### src/rtl/regfile_dump_reader.sv
// regfile_dump_reader: serially reads every register through a spare
// read port and streams {addr, data} beats out on a valid/ready link.
module regfile_dump_reader #(
  parameter int N_BITS    = 32,
  parameter int ADDR_BITS = 5,
  parameter int N_REGS    = 32
) (
  input  logic                 clk,
  input  logic                 reset,
  input  logic                 start_i,
  input  logic                 abort_i,
  output logic                 busy_o,
  output logic [ADDR_BITS-1:0] rd_addr_o,
  input  logic [N_BITS-1:0]    rd_data_i,
  output logic                 dump_valid_o,
  input  logic                 dump_ready_i,
  output logic [N_BITS-1:0]    dump_data_o,
  output logic [ADDR_BITS-1:0] dump_addr_o,
  output logic                 done_o
);

  typedef enum logic [1:0] {
    IDLE,
    READ,
    SEND,
    DONE
  } state_t;

  localparam logic [ADDR_BITS-1:0] LAST =
    ADDR_BITS'(N_REGS - 1);

  state_t               state_q;
  logic [ADDR_BITS-1:0] addr_q;

  // Read port always follows the walk counter; data is combinational.
  assign rd_addr_o = addr_q;

  // Dump sequencer; status outputs are registered with the state.
  always_ff @(posedge clk or negedge reset) begin
    if (!reset) begin
      state_q      <= IDLE;
      addr_q       <= '0;
      busy_o       <= 1'b0;
      dump_valid_o <= 1'b0;
      dump_data_o  <= '0;
      dump_addr_o  <= '0;
      done_o       <= 1'b0;
    end else begin
      unique case (state_q)
        IDLE: begin
          if (start_i) begin
            addr_q  <= '0;
            busy_o  <= 1'b1;
            state_q <= READ;
          end
        end
        READ: begin
          if (abort_i) begin
            busy_o  <= 1'b0;
            state_q <= IDLE;
          end else begin
            dump_data_o  <= rd_data_i;
            dump_addr_o  <= addr_q;
            dump_valid_o <= 1'b1;
            state_q      <= SEND;
          end
        end
        SEND: begin
          if (abort_i) begin
            dump_valid_o <= 1'b0;
            busy_o       <= 1'b0;
            state_q      <= IDLE;
          end else if (dump_ready_i) begin
            dump_valid_o <= 1'b0;
            if (addr_q == LAST) begin
              done_o  <= 1'b1;
              state_q <= DONE;
            end else begin
              addr_q  <= addr_q + ADDR_BITS'(1);
              state_q <= READ;
            end
          end
        end
        DONE: begin
          done_o  <= 1'b0;
          busy_o  <= 1'b0;
          state_q <= IDLE;
        end
        default: begin
          dump_valid_o <= 1'b0;
          done_o       <= 1'b0;
          busy_o       <= 1'b0;
          state_q      <= IDLE;
        end
      endcase
    end
  end

endmodule
### config.mk
export PLATFORM = sky130hd
export DESIGN_NAME = regfile_dump_reader
export DESIGN_NICKNAME = d
export VERILOG_FILES = /design/src/rtl/regfile_dump_reader.sv
export SDC_FILE = /design/constraint.sdc
export NUM_CORES = 1
export LEC_CHECK = 0
export CORE_MARGIN = 5
export CORE_UTILIZATION = 38
export DETAILED_ROUTE_END_ITERATION = 8
export GPL_TIMING_DRIVEN = 1
export PLACE_DENSITY = 0.84
export SLEW_MARGIN = 25
export SYNTH_ARGS = -nofsm -noshare
export SYNTH_HDL_FRONTEND = slang
export SYNTH_SLANG_ARGS = --single-unit
### constraint.sdc
create_clock -name clk -period 2 [get_ports clk]
set_input_delay 0.3 -clock clk [delete_from_list [all_inputs] [get_ports clk]]
set_output_delay 0.3 -clock clk [all_outputs]
set_load 0.02 [all_outputs]
Word-level counts from Yosys, hierarchy flattened
Cells that the tools add are included.
Storage, ports and cells
  input bits: 37
  register bits: 47
  logic and storage cells: 54
Operators by class
  mux-type cells: 22
  eq/ne operators: 12
  bitwise logic cells: 1
  reductions and logical operators: 11
  add/sub/neg operators: 1
Operators with widths (count)
  5-bit 2-to-1 mux: 4
  2-bit != test (second input constant): 6
  2-bit 2-to-1 mux: 5
  5-bit case mux with 2 select lines: 1
  1-bit 2-to-1 mux: 8
  2-bit case mux with 4 select lines: 1
  2-bit AND reduction: 3
  2-bit nonzero test: 3
  5-bit by 1-bit adder with 5-bit output (second input constant): 1
  5-bit == test (second input constant): 1
  5-bit AND reduction: 1
  2-bit == test (second input constant): 2
  1-bit case mux with 2 select lines: 2
  4-bit AND reduction: 1
  3-bit != test (second input constant): 1
  1-bit case mux with 3 select lines: 1
  3-bit AND reduction: 1
  2-bit by 1-bit == test with 1-bit output (second input constant): 1
  2-bit zero test: 1
  2-bit by 1-bit != test with 1-bit output (second input constant): 1
  2-bit OR reduction: 1
  1-bit inverter: 1

Logic depth before layout (Yosys ltp)
  depth after elaboration: 5
  gate-level depth with buffers: 7
  gate-level depth less buffers: 6

Worst setup path after synthesis
No wires, ideal clock.
  kind: register -> register
  start point: register addr_q[0], in the netlist rd_addr_o[0]
  end point: register addr_q[0], in the netlist rd_addr_o[0]
  path buffers: 0
  path slack: -0.133 ns
  cell stages (with the launch flop): 7
  clock period less this slack: 2.133 ns
  library setup time: 0.128 ns
  data arrival time: 2.005 ns
  cells stage by stage: dfrtp_1 ha_1 and3_1 ha_1 or3b_4 a21oi_4 mux2_1
Between the ends
  longest elaborated chain between the ends: 5
  elaborated cells on any way between the ends: 8
  classes of those cells: 1 x add/sub; 2 x eq/ne; 4 x mux; 1 x reduce/logical
Ends and longest elaborated chain
  from (decl): line 33  | logic [ADDR_BITS-1:0] addr_q;
  from (signal assigned): line 79  | addr_q <= addr_q + ADDR_BITS'(1);
  5-bit by 1-bit adder with 5-bit output: line 79
  5-bit 2-to-1 mux: line 75  | if (addr_q == LAST) begin
  5-bit 2-to-1 mux: line 73  | end else if (dump_ready_i) begin
  5-bit 2-to-1 mux: line 69  | if (abort_i) begin
  5-bit case mux with 2 select lines: line 49  | unique case (state_q)
Several ways; a longest one is shown, not always the timed one. The select of a mux whose other input is x is not followed.
A chain may end at the register's enable or synchronous reset.

Worst setup path in the final report
  start point: register addr_q[1], in the netlist rd_addr_o[1]
  end point: register addr_q[0], in the netlist rd_addr_o[0]
Between the ends
  longest elaborated chain between the ends: 3
Ends and longest elaborated chain (line)
  5-bit == test: 75
  2-bit != test (no line)
  5-bit AND reduction (no line)
Every way passes these cells.

==> results.yml <==
die:
  start_util_pct: 39.3
  die_h_um: 82.7
  die_area_um2: 6840
  rows: 26
  die_width_um: 82.7
  core_um2: 5110
  num_io_pins: 82
cts:
  cts_setup_buffers: 0
  clock_latency_ns: 0.29
  cts_sinks: 47
  cts_tree: "yes"
  htree_levels: 2
  cts_resized: 0
  cts_inserted_buffers: 5
  clk_pin_slew_ns: 0.08
  root_buffer: "clkbuf_8"
  cts_buffer_depth: 2
  cts_hold_buf: 0
power:
  pwr_density_cell_nw_per_um2: 1470
  ir_worst_vdd_v: 0.000739
  p_total_w: 0.00457
  p_leak_nw: 1.31
yosys:
  synth_commonest_cells: "47 x dfrtp_1, 39 x mux2_2, 7 x ha_1, 7 x inv_1, 5 x nand2_1"
  synthCells: 141
  ys_warn_count: 0
  yosysSeqAreaShare_pct: 58.5
  avgSynthCellArea_um2: 14.3
  ys_seq_elements: 47
  syn_nets: 185
  syn_area_um2: 2010
  yosysMostFrequentCell: "dfrtp_1"
  ys_async_sr_fraction_pct: 100
  yosysTopAreaCell: "dfrtp_1"
  synth_edf_count: 0
  synth.distinct_cells: 29
  ys_top_cells_by_area: "dfrtp_1 59%, mux2_2 22%, ha_1 4.4%, mux2i_1 1.5%, inv_1 1.3%"
  yosysTopAreaCellShare_pct: 58.5
  synth_ff_type: "dfrtp_1"
route:
  vias: 1420
  routedWlPerCell_um: 15.0
  drtIter0Drc: 56
  wirelength_met1_um: 1890
  wl_met2_um: 2090
  route.antenna.remaining_nets: 0
  top_layer_used: "met4"
  finalWirelength_um: 4580
  met3_length_um: 567
  drc_errors: 0
  viasPerCell: 4.66
  drt_first_pass_iters: 2
timing:
  final.setup.worst_slack_ns: 0.0483
  finalSetupViolCount: 0
  relSlewSlack_pct: 61.9
  skew_ns: 0.00332
  period_needed_ns: 1.95
  hold_viol: 3
  worstMarginPinSlew_ns: 0.572
  final.setup.tns_ns: 0
  timing.hold.ws_ns: -0.00291
  grt_setup_unrepaired: "no"
  max_freq_mhz: 512
  drv_slew: 0
  period_share_pct: 97.6
finish:
  n_antenna_cell: 0
  post-route-util_pct: 61.1
  final_area_um2: 3120
  final_nets: 278
  drive_above_1_share_pct: 28.1
  ff_latch_area_um2: 1180
  fill_cells: 423
  area_delta_synth_final_pct: 55.3
  multi_input_area_um2: 810
run:
  drv_cap: 0
critical_path:
  worstSetupPathType: "flip-flop to flip-flop"
  startpoint: "rd_addr_o[1]"
  endpoint_kind: "flip-flop"
  startpoint_type: "flip-flop"
  cp.required_ns: 2.18
  worstReg2RegStart: "rd_addr_o[1]"
  cp_max_fo: 5
  crit_arrival_ns: 2.13
  reg2reg_slack_ns: 0.05
place:
  dpl_cell_area_um2: 3020
  gp_congestion: 0.853
  io_buffers: 81
  post-place-ws_ns: 0.0699
  dp_hpwl_um: 3540
global_routing:
  antenna_found_initial: 0
  grt_pass1_wl_um: 7640
  grt_max_degree: 25
  grt-ovfl-total: 0
  grt_pass1_vias: 1592
  grt.total_usage_pct: 14.9
worst_hold_path:
  worst_hold_path_type: "primary input to async pin"
outcome:
  status: "finished with violations"
  violations: "hold timing"
logic make-up (layout without fill, tap and decap cells):
group | count (synthesis) | in the layout | synth area share [%]
buffers and inverters | 12 | 106 | 2.74
adder cells (fa/ha/maj) | 7 | 7 | 4.36
AO/OA/AOI/OAI | 14 | 14 | 5.17
multiplexers | 43 | 43 | 23.9
AND/OR/NAND/NOR | 18 | 18 | 5.29
flip-flops | 47 | 47 | 58.5
critical path, cell delays in order, from the launching register on:
cell     delay (ns)
dfrtp_2        0.41
ha_2           0.19
and3_4         0.18
ha_4           0.17
or3b_4         0.43
a21oi_4        0.16
mux2_4         0.31
cell type report:
cell class | instances | share of cell area [%]
clock buffers | 8 | 3.21
inverters | 7 | 0.842
multi-input cells | 82 | 25.9
flip-flops and latches | 47 | 37.8
well taps | 70 | 2.81
repair buffers | 91 | 29.4
through the flow:
| stage | hold slack (ns) | std cells |
|---|---|---|
| 5_1_grt | 0.0365 | 305 |
| 3_5_place_dp | 0.329 | 297 |
| 3_3_place_gp | 0.333 | 297 |
| 6_report | -0.00291 | 305 |
| 4_1_cts | 0.00308 | 305 |
| 2_1_floorplan | 0.00441 | 141 |
state kept, by name, summed over array words and instances, names as in the netlist:
register and flops:
state_q 2, done_o 1, dump_data_o 32, busy_o 1
dump_addr_o 5, rd_addr_o 5, dump_valid_o 1
final timing paths:
check                                 end  cells after the start
min in group clk           dump_data_o[8]                      1
max reg2reg                  rd_addr_o[0]                      6
min reg2reg                dump_data_o[8]                      1
max in group asynchronous    rd_addr_o[0]                      2
min                          rd_addr_o[2]                      1
max                          rd_addr_o[0]                      6
per-layer routing:
| metal | global-route usage (%) | vias up |
|---|---|---|
| li1 | - | 678 |
| met1 | 17.5 | 681 |
| met2 | 23.6 | 57 |
| met3 | 8.13 | 4 |
| met4 | 3.92 | 0 |
| met5 | 0 | - |
report_power, final:
group	internal [W]	total (W)	leakage (nW)	switching, W
combinational	0.00131	0.00241	0.687	0.00110
clock	0.000316	0.000610	0.0515	0.000294
sequential	0.00135	0.00156	0.571	0.000206
total	0.00297	0.00457	1.31	0.00160
layout by cell type (no fill, tap or decap), types with 2 or more instances in the layout:
cell type | Yosys | routed
dfrtp_2 | 0 | 2
nand2_1 | 5 | 5
ha_1 | 7 | 5
buf_4 | 2 | 7
nor2b_1 | 3 | 2
mux2_2 | 39 | 39
inv_1 | 7 | 7
mux2i_1 | 3 | 3
dfrtp_1 | 47 | 45
clkdlybuf4s50_1 | 0 | 80
nand3b_1 | 2 | 2
o211ai_1 | 2 | 2
nand3_1 | 2 | 2
buf_12 | 0 | 3
clkbuf_8 | 0 | 7
o21ai_0 | 4 | 4
(Power assumes the default switching activity.)
